File: src/rtl/uart_pkg.sv
// Shared UART types and default widths for the transmit and receive paths.
package uart_pkg;

   localparam int UART_DATA_WIDTH = 8;
   localparam int UART_DIV_WIDTH  = 16;

   typedef enum logic [2:0] {IDLE, START, DATA, PARITY, STOP} tx_state_e;

   typedef enum logic [1:0] {NONE, EVEN, ODD} parity_e;

endpackage

File: src/rtl/uart_baud_cnt.sv
// Loadable bit-period down-counter: o_bit_tick marks the last cycle of each bit period.
module uart_baud_cnt
   import uart_pkg::*;
#(
   parameter int DivWidth = UART_DIV_WIDTH
) (
   input  logic                i_clk,
   input  logic                i_rst,
   input  logic                i_load,
   input  logic [DivWidth-1:0] i_div,
   output logic                o_bit_tick
);

   logic [DivWidth-1:0] div_q;
   logic [DivWidth-1:0] cnt_q;

   // NOTE: registers use non-blocking assignments so every flop samples pre-edge values.
   always_ff @(posedge i_clk) begin
      if (i_rst) begin
         div_q <= '0;
         cnt_q <= '0;
      end else if (i_load) begin
         div_q <= i_div;
         cnt_q <= i_div;
      end else if (cnt_q == '0) begin
         cnt_q <= div_q;
      end else begin
         cnt_q <= cnt_q - 1'b1;
      end
   end

   assign o_bit_tick = (cnt_q == '0);

endmodule

File: src/rtl/uart_tx.sv
// UART transmitter: pops one FIFO word per frame and serialises start, data, parity and stop bits.
module uart_tx
   import uart_pkg::*;
#(
   parameter int DataWidth = UART_DATA_WIDTH,
   parameter int DivWidth  = UART_DIV_WIDTH,
   parameter int ParityEn  = 0,
   parameter int ParityOdd = 0,
   parameter int StopBits  = 1
) (
   input  logic                 i_clk,
   input  logic                 i_rst,
   input  logic                 i_en,
   input  logic [DivWidth-1:0]  i_baud_div,
   input  logic [DataWidth-1:0] i_fifo_data,
   input  logic                 i_fifo_empty,
   output logic                 o_fifo_rd_en,
   output logic                 o_tx,
   output logic                 o_busy,
   output logic                 o_done
);

   localparam int                  IdxWidth  = (DataWidth > 1) ? $clog2(DataWidth) : 1;
   localparam logic [IdxWidth-1:0] LAST_BIT  = IdxWidth'(DataWidth - 1);
   localparam logic                LAST_STOP = (StopBits == 2);
   localparam parity_e             PAR_MODE  = (ParityEn == 0) ? NONE :
                                               ((ParityOdd != 0) ? ODD : EVEN);

   tx_state_e            state_q, state_d;
   logic [DataWidth-1:0] shift_q, shift_d;
   logic [IdxWidth-1:0]  bit_idx_q, bit_idx_d;
   logic                 stop_idx_q, stop_idx_d;
   logic                 parity_q, parity_d;
   logic                 tx_q, tx_d;
   logic                 busy_q, busy_d;
   logic                 bit_tick;
   logic                 last_stop;
   logic                 pop;

   uart_baud_cnt #(.DivWidth(DivWidth)) u_baud_cnt (
      .i_clk      (i_clk),
      .i_rst      (i_rst),
      .i_load     (pop),
      .i_div      (i_baud_div),
      .o_bit_tick (bit_tick)
   );

   assign last_stop = (state_q == STOP) && bit_tick && (stop_idx_q == LAST_STOP);
   // A pop either leaves IDLE or chains the next frame off the final stop-bit cycle.
   assign pop = !i_rst && i_en && !i_fifo_empty && ((state_q == IDLE) || last_stop);

   always_ff @(posedge i_clk) begin
      if (i_rst) begin
         state_q    <= IDLE;
         shift_q    <= '0;
         bit_idx_q  <= '0;
         stop_idx_q <= 1'b0;
         parity_q   <= 1'b0;
         tx_q       <= 1'b1;
         busy_q     <= 1'b0;
      end else begin
         state_q    <= state_d;
         shift_q    <= shift_d;
         bit_idx_q  <= bit_idx_d;
         stop_idx_q <= stop_idx_d;
         parity_q   <= parity_d;
         tx_q       <= tx_d;
         busy_q     <= busy_d;
      end
   end

   // NOTE: every signal gets a default first so no path through the block infers a latch.
   always_comb begin
      state_d    = state_q;
      shift_d    = shift_q;
      bit_idx_d  = bit_idx_q;
      stop_idx_d = stop_idx_q;
      parity_d   = parity_q;
      case (state_q)
         START:  if (bit_tick) state_d = DATA;
         DATA: begin
            if (bit_tick) begin
               parity_d = parity_q ^ shift_q[0];
               shift_d  = shift_q >> 1;
               if (bit_idx_q == LAST_BIT) begin
                  bit_idx_d = '0;
                  state_d   = (PAR_MODE == NONE) ? STOP : PARITY;
               end else begin
                  bit_idx_d = bit_idx_q + 1'b1;
               end
            end
         end
         PARITY: if (bit_tick) state_d = STOP;
         STOP: begin
            if (last_stop) begin
               state_d    = IDLE;
               stop_idx_d = 1'b0;
            end else if (bit_tick) begin
               stop_idx_d = 1'b1;
            end
         end
         default: state_d = IDLE;
      endcase
      if (pop) begin
         state_d    = START;
         shift_d    = i_fifo_data;
         parity_d   = (PAR_MODE == ODD);
         bit_idx_d  = '0;
         stop_idx_d = 1'b0;
      end
   end

   // The line level is computed from next-state values so the registered pin lines up with the state.
   always_comb begin
      tx_d = 1'b1;
      case (state_d)
         START:   tx_d = 1'b0;
         DATA:    tx_d = shift_d[0];
         PARITY:  tx_d = parity_d;
         default: tx_d = 1'b1;
      endcase
      busy_d       = (state_d != IDLE);
      o_fifo_rd_en = pop;
      o_done       = last_stop && !i_rst;
   end

   assign o_tx   = tx_q;
   assign o_busy = busy_q;

endmodule

File: config.mk
export PLATFORM = sky130hd
export DESIGN_NAME = uart_tx
export DESIGN_NICKNAME = d
export VERILOG_FILES = /design/src/rtl/uart_pkg.sv /design/src/rtl/uart_baud_cnt.sv /design/src/rtl/uart_tx.sv
export SDC_FILE = /design/constraint.sdc
export NUM_CORES = 1
export LEC_CHECK = 0
export BUFFER_PORTS_ARGS = -buffer_cell sky130_fd_sc_hd__buf_2
export CELL_PAD_IN_SITES_DETAIL_PLACEMENT = 1
export CELL_PAD_IN_SITES_GLOBAL_PLACEMENT = 1
export CORE_MARGIN = 4
export CORE_UTILIZATION = 40
export DETAILED_ROUTE_END_ITERATION = 7
export PLACE_DENSITY = 0.78
export SYNTH_ARGS = -nofsm -noshare
export SYNTH_HDL_FRONTEND = slang
export SYNTH_HIERARCHICAL = 1
export SYNTH_SLANG_ARGS = --single-unit
File: constraint.sdc
create_clock -name i_clk -period 5.3 [get_ports i_clk]
set_input_delay 0.265 -clock i_clk [delete_from_list [all_inputs] [get_ports i_clk]]
set_output_delay 0.265 -clock i_clk [all_outputs]
set_load 0.005 [all_outputs]
* Word-level counts from Yosys, hierarchy flattened *
Cells that the tools add are included.

storage, ports and cells
  memory bits (read-only) = 0
  word-level logic and storage cells = 60
  memory bits (writable) = 0
  memories kept = 0
  bits in latches = 0
  register bits = 50

cells by class
  divide/modulo/power cells = 0
  shift-type cells = 0
  eq/ne operators = 8
  $lt $le $gt $ge = 0
  add/subtract/negate cells = 2
  bitwise logic cells = 2
  mux-type cells = 19
  $mul = 0
  reduce and logical (&&, ||, !) cells = 19

operators by type and width
  kind                                                                  count
  16-bit 2-to-1 mux                                                     2
  8-bit 2-to-1 mux                                                      3
  3-bit 2-to-1 mux                                                      7
  16-bit logical NOT                                                    1
  16-bit by 1-bit subtractor with 16-bit output, second input constant  1
  3-bit by 2-bit == test with 1-bit output, second input constant       4
  3-bit case mux with 4 select lines                                    1
  3-bit by 1-bit == test with 1-bit output, second input constant       2
  3-bit == test, second input constant                                  2
  1-bit logical AND                                                     6
  2-bit AND reduction                                                   3
  2-bit nonzero test                                                    3
  1-bit 2-to-1 mux                                                      5
  3-bit by 1-bit adder with 3-bit output, second input constant         1
  3-bit logical NOT                                                     1
  1-bit case mux with 3 select lines                                    1
  3-bit nonzero test                                                    1
  1-bit logical NOT                                                     2
  2-bit OR reduction                                                    1
  1-bit logical OR                                                      1
  1-bit inverter                                                        1
  1-bit XOR                                                             1

* Depth between registers and ports, before layout *
  word-level depth = 8
  mapped depth = 15
  depth with buffers taken out = 12

* Modules after synthesis *
Netlist, hierarchy kept.

modules (own cells, without submodules)
  module         instances  area each (µm²)  cells each
  uart_baud_cnt  1          1654.1           198
  uart_tx        1          908.4            95

* Worst setup path after synthesis *
Ideal clock, no wire load.

  path type = register to register
  start = register u_baud_cnt.cnt_q[0]
  end = register u_baud_cnt.cnt_q[12]
  buffers on the path = 4
  stages on the path, launching flop included = 15
  arrival = 2.912 ns
  slack = 2.297 ns
  cells stage by stage = dfxtp_1 -> inv_1 -> ha_1 -> nor4b_4 -> nand4_1 -> inv_1 -> nand2b_1 -> a21o_1 -> buf_6 -> buf_12 -> nor2_1 -> clkbuf_1 -> clkbuf_1 -> nand2_1 -> a311oi_1

between the ends
  longest elaborated chain between the ends = 6
  elaborated cells between the ends (all ways) = 8
  those cells by class = add/sub (1); mux (2); reduce/logical (5)

ends and longest elaborated chain
  what                            line                 source
  start, declared                 uart_baud_cnt.sv:15  logic [DivWidth-1:0] cnt_q;
  start signal, assigned          uart_baud_cnt.sv:24  cnt_q <= i_div;
  start signal, assigned          uart_baud_cnt.sv:26  cnt_q <= div_q;
  start signal, assigned          uart_baud_cnt.sv:28  cnt_q <= cnt_q - 1'b1;
  16-bit logical NOT              uart_baud_cnt.sv:32  assign o_bit_tick = (cnt_q == '0);
  via bit_tick                    uart_tx.sv:36        logic bit_tick;
  1-bit logical AND (2 in a row)  uart_tx.sv:48        assign last_stop = (state_q == STOP) && bit_tick && (stop_idx_q == LAST_STOP);
  1-bit logical OR                uart_tx.sv:50        assign pop = !i_rst && i_en && !i_fifo_empty && ((state_q == IDLE) || last_stop);
  1-bit logical AND               uart_tx.sv:50
  via o_fifo_rd_en                uart_tx.sv:17        output logic o_fifo_rd_en,
  16-bit 2-to-1 mux               uart_baud_cnt.sv:22  end else if (i_load) begin

The timed path passes the listed nets, and every way through them passes these cells.
A chain may end at the register's enable or synchronous reset.

* Worst setup path in the final report *
  start = register u_baud_cnt.cnt_q[0]
  end = register u_baud_cnt.cnt_q[14]

between the ends
  longest elaborated chain between the ends = 6
  elaborated cells between the ends (all ways) = 8
  those cells by class = add/sub (1); mux (2); reduce/logical (5)

ends and longest elaborated chain
  what                            line
  16-bit logical NOT (*)          uart_baud_cnt.sv:32
  via bit_tick                    uart_tx.sv:36
  1-bit logical AND (2 in a row)  uart_tx.sv:48
  1-bit logical OR                uart_tx.sv:50
  1-bit logical AND               uart_tx.sv:50
  16-bit 2-to-1 mux (*)           uart_baud_cnt.sv:22

The timed path passes the listed nets; every way through them passes the cells marked *.

==> flow_summary.ini <==
[cells_and_area]
finalNonFillerCells = 391
num_antenna_cells = 0
area_growth_pct = 9.961
drive_gt1_frac = 0.1899
nNetsFinal = 347

[floorplanning]
die_width_um = 88.04
die_h_um = 88.04
start_util = 0.4228
core_area_mm2 = 0.006061
dieArea_mm2 = 0.007751
num_io_pins = 32
placementRows = 28

[setup_path]
cp.required_ps = 5550
start_kind = flop
slowest_delay_ps = 450
setup.worst_path.end_class = flop
cp_num_buf_inv = 3
cpLargestDelayFamily = simple AND/OR/NAND/NOR gates
worstRegToRegCells = 13
reg2reg_to = u_baud_cnt/cnt_q[14]
path_max_fanout = 43
reg2reg_from = u_baud_cnt/cnt_q[0]
cpMostUsedCell = inv_1
cpMaxStageDelayCell = a21o_1
regToRegSetupSlack_ps = 1950
crit_chain = inv_1 > ha_1 > nor4b_4 > nand4_1 > inv_1 > nand2b_1 > a21o_1 > nor2_2 > buf_4 > nand2_1 > and4b_1 > a211oi_1 > o311a_1
crit_type = reg -> reg
cp.arrival_ps = 3590

[synth]
syn_area_per_cell_um2 = 8.746
seq_area_frac_synth = 0.3906
yosysWarnings = 6
synth_top_family_by_area = simple AND/OR/NAND/NOR gates
synth_ff_type = dfxtp_1
syn_area_mm2 = 0.002562
muxShareOfSynthArea = 0.04297
syn_nets = 325
yosys.area_share.adder = 0.01953
synth.top_cells.by_area = dfxtp_1, a21oi_1, nand2_1
yosysMostFrequentCell = dfxtp_1
yosys.area_share.simple = 0.2769
postSynth.asyncResetShare = 0
synth_common_cells = dfxtp_1, nand2_1, a21oi_1, nor2_1, nand2b_1
synth-xor-area-share = 0.02734
ys_seq_elements = 50
yosysTopAreaCell = dfxtp_1
synth_edf_count = 0
yosys.area.top_type_share = 0.3906
synth_cell_types = 53
synthCells = 293
synth_compound_area_frac = 0.1938

[timing]
drv_slew = 0
max_freq_mhz = 298.7
finalCriticalPeriod_ps = 3348
hold_viol_final = 0
period_share = 0.6316
setup_violations = 0
fin_skew_ps = 6.028
worst_slew_pin_slew_ps = 705.1
max_slew_margin = 0.5300
fin_tns_setup_ps = 0
rsz0062_at_grt = no

[hold_path]
min_path_type = in -> reg
min_to = shift_q[7]
worstHoldStart = i_fifo_data[7]
min_path_cells = 3

[clocking]
cts_root_buffer = clkbuf_8
cts.path.max_buffers = 2
cts.sinks = 50
clk_pin_slew_ps = 90
post_cts_buffers = 0
cts-resized-gates = 0
holdBufCountCts = 0
cts_buffers = 5
htree_levels = 2
clkLatencyLatePin_ps = 300
tritoncts = done

[route]
wl_met1_mm = 2.903
drt_first_pass_iters = 4
drt_iter0_markers = 107
wl_per_cell_um = 14.73
route.vias.total = 2124
drc = 0
maxUsedRoutingLayer = met4
wl_met2_mm = 2.530
ant_nets = 0
wl_mm = 5.761
via_per_inst = 5.432
wl_met3_um = 258

[power]
powerDensity_mw_per_mm2 = 483.9
vdd_drop_max_uv = 171.7
leakagePower_nw = 1.045

[global_routing]
grt_usage = 0.1613
grt_pass1_vias = 2101
grt_first_pass_wirelength_mm = 9.998
antenna_found_initial = 0
grt.overflow.total = 0
grt_start_max_net_pins = 56

[place]
gp_congestion = 0.7479
hpwl_mm = 4.009
portBuffers = 31
place_inst = 383

[status]
status = finished, final reports clean

[flow_run]
cap_violations = 0
[routing by layer]
| metal | up-vias | GRT usage |
|---|---|---|
| li1 | 1092 | - |
| met1 | 990 | 0.2237 |
| met2 | 37 | 0.2507 |
| met3 | 5 | 0.03575 |
| met4 | 0 | 0.04945 |
| met5 | - | 0 |
[worst max path at each step]
stage                              startpoint  slack, ps  cells after the start              endpoint
after floorplan           u_baud_cnt/cnt_q[0]       2300                     14  u_baud_cnt/cnt_q[12]
after global placement    u_baud_cnt/cnt_q[0]       2080                     13  u_baud_cnt/cnt_q[14]
after detailed placement  u_baud_cnt/cnt_q[0]       1920                     13  u_baud_cnt/cnt_q[14]
after CTS                 u_baud_cnt/cnt_q[0]       1890                     13  u_baud_cnt/cnt_q[14]
after global routing      u_baud_cnt/cnt_q[0]       1620                     13  u_baud_cnt/cnt_q[14]
final                     u_baud_cnt/cnt_q[0]       1950                     13  u_baud_cnt/cnt_q[14]
[metrics by stage]
| step | hold WS [ps] | setup WS, ps | util | cell area (um2) | total power (W) |
|---|---|---|---|---|---|
| global placement | 457.4 | 2084 | 0.4492 | 2723 | 0.001124 |
| detailed placement | 465.1 | 1923 | 0.4492 | 2723 | 0.001134 |
| CTS | 193.5 | 1890 | 0.4649 | 2818 | 0.001378 |
| global route | 195.1 | 1616 | 0.4649 | 2818 | 0.001486 |
| finish | 202.2 | 1952 | 0.4649 | 2818 | 0.001363 |
| floorplan | 357.7 | 2297 | - | 2562 | 0.001006 |
[where the power goes]
part | leakage [nW] | internal, W | total [W] | switching [W]
sequential | 0.409 | 0.000441 | 0.000534 | 0.0000931
combinational | 0.589 | 0.000275 | 0.000598 | 0.000323
clock | 0.0472 | 0.000105 | 0.000231 | 0.000126
total | 1.05 | 0.000821 | 0.00136 | 0.000542
[layout by cell type, fill, tap and decap left out, types with 2 or more instances in the layout]
cell      instances
a211oi_2          7
a211oi_1          4
buf_4             3
nand2b_1         16
buf_2            31
and3b_1           3
inv_1             3
o22ai_1           6
or3_1             3
o21a_1            3
o41ai_1           2
o21ai_0          14
nand3_1           6
xnor2_1           5
nor2_1           28
ha_1              4
dfxtp_1          50
o221ai_1          2
nor3_1            8
nor4_4            2
nor3b_1           3
mux2i_1          11
o211ai_1          2
nand4_1           4
clkbuf_8          6
a21o_1            2
and4b_1           2
a21oi_1          29
xor2_1            3
nand2_1          30
[cell type report]
type                       instances  area (um2)
fill                             732        3243
multi-input combinational        221        1439
sequential                        50        1001
timing repair buffer              34       177.7
tap                               75       93.84
clock buffer                       6       82.58
clock inverter                     2       12.51
inverter                           3       11.26
[flip-flops by register name, indices dropped and copies added (netlist names)]
signal and cells:
u_baud_cnt/cnt_q 16, u_baud_cnt/div_q 16, shift_q 8, bit_idx_q 3
state_q 3, o_busy 1, o_tx 1, parity_q 1
stop_idx_q 1
[worst reg2reg max path: stages (launching register included)]
cell and delay (ps):
dfxtp_1 380, inv_1 110, ha_1 140, nor4b_4 300
nand4_1 170, inv_1 230, nand2b_1 150, a21o_1 450
nor2_2 170, buf_4 350, nand2_1 180, and4b_1 220
a211oi_1 240, o311a_1 190
[logic make-up (layout without fill, tap and decap cells)]
family	count (synthesis)	count (layout)
fa+ha+maj	4	4
simple gates	123	123
buf+inv	22	45
xor+xnor	8	8
flops	50	50
compound gates	75	75
mux	11	11
No activity file was read; power rests on OpenSTA's default activity.
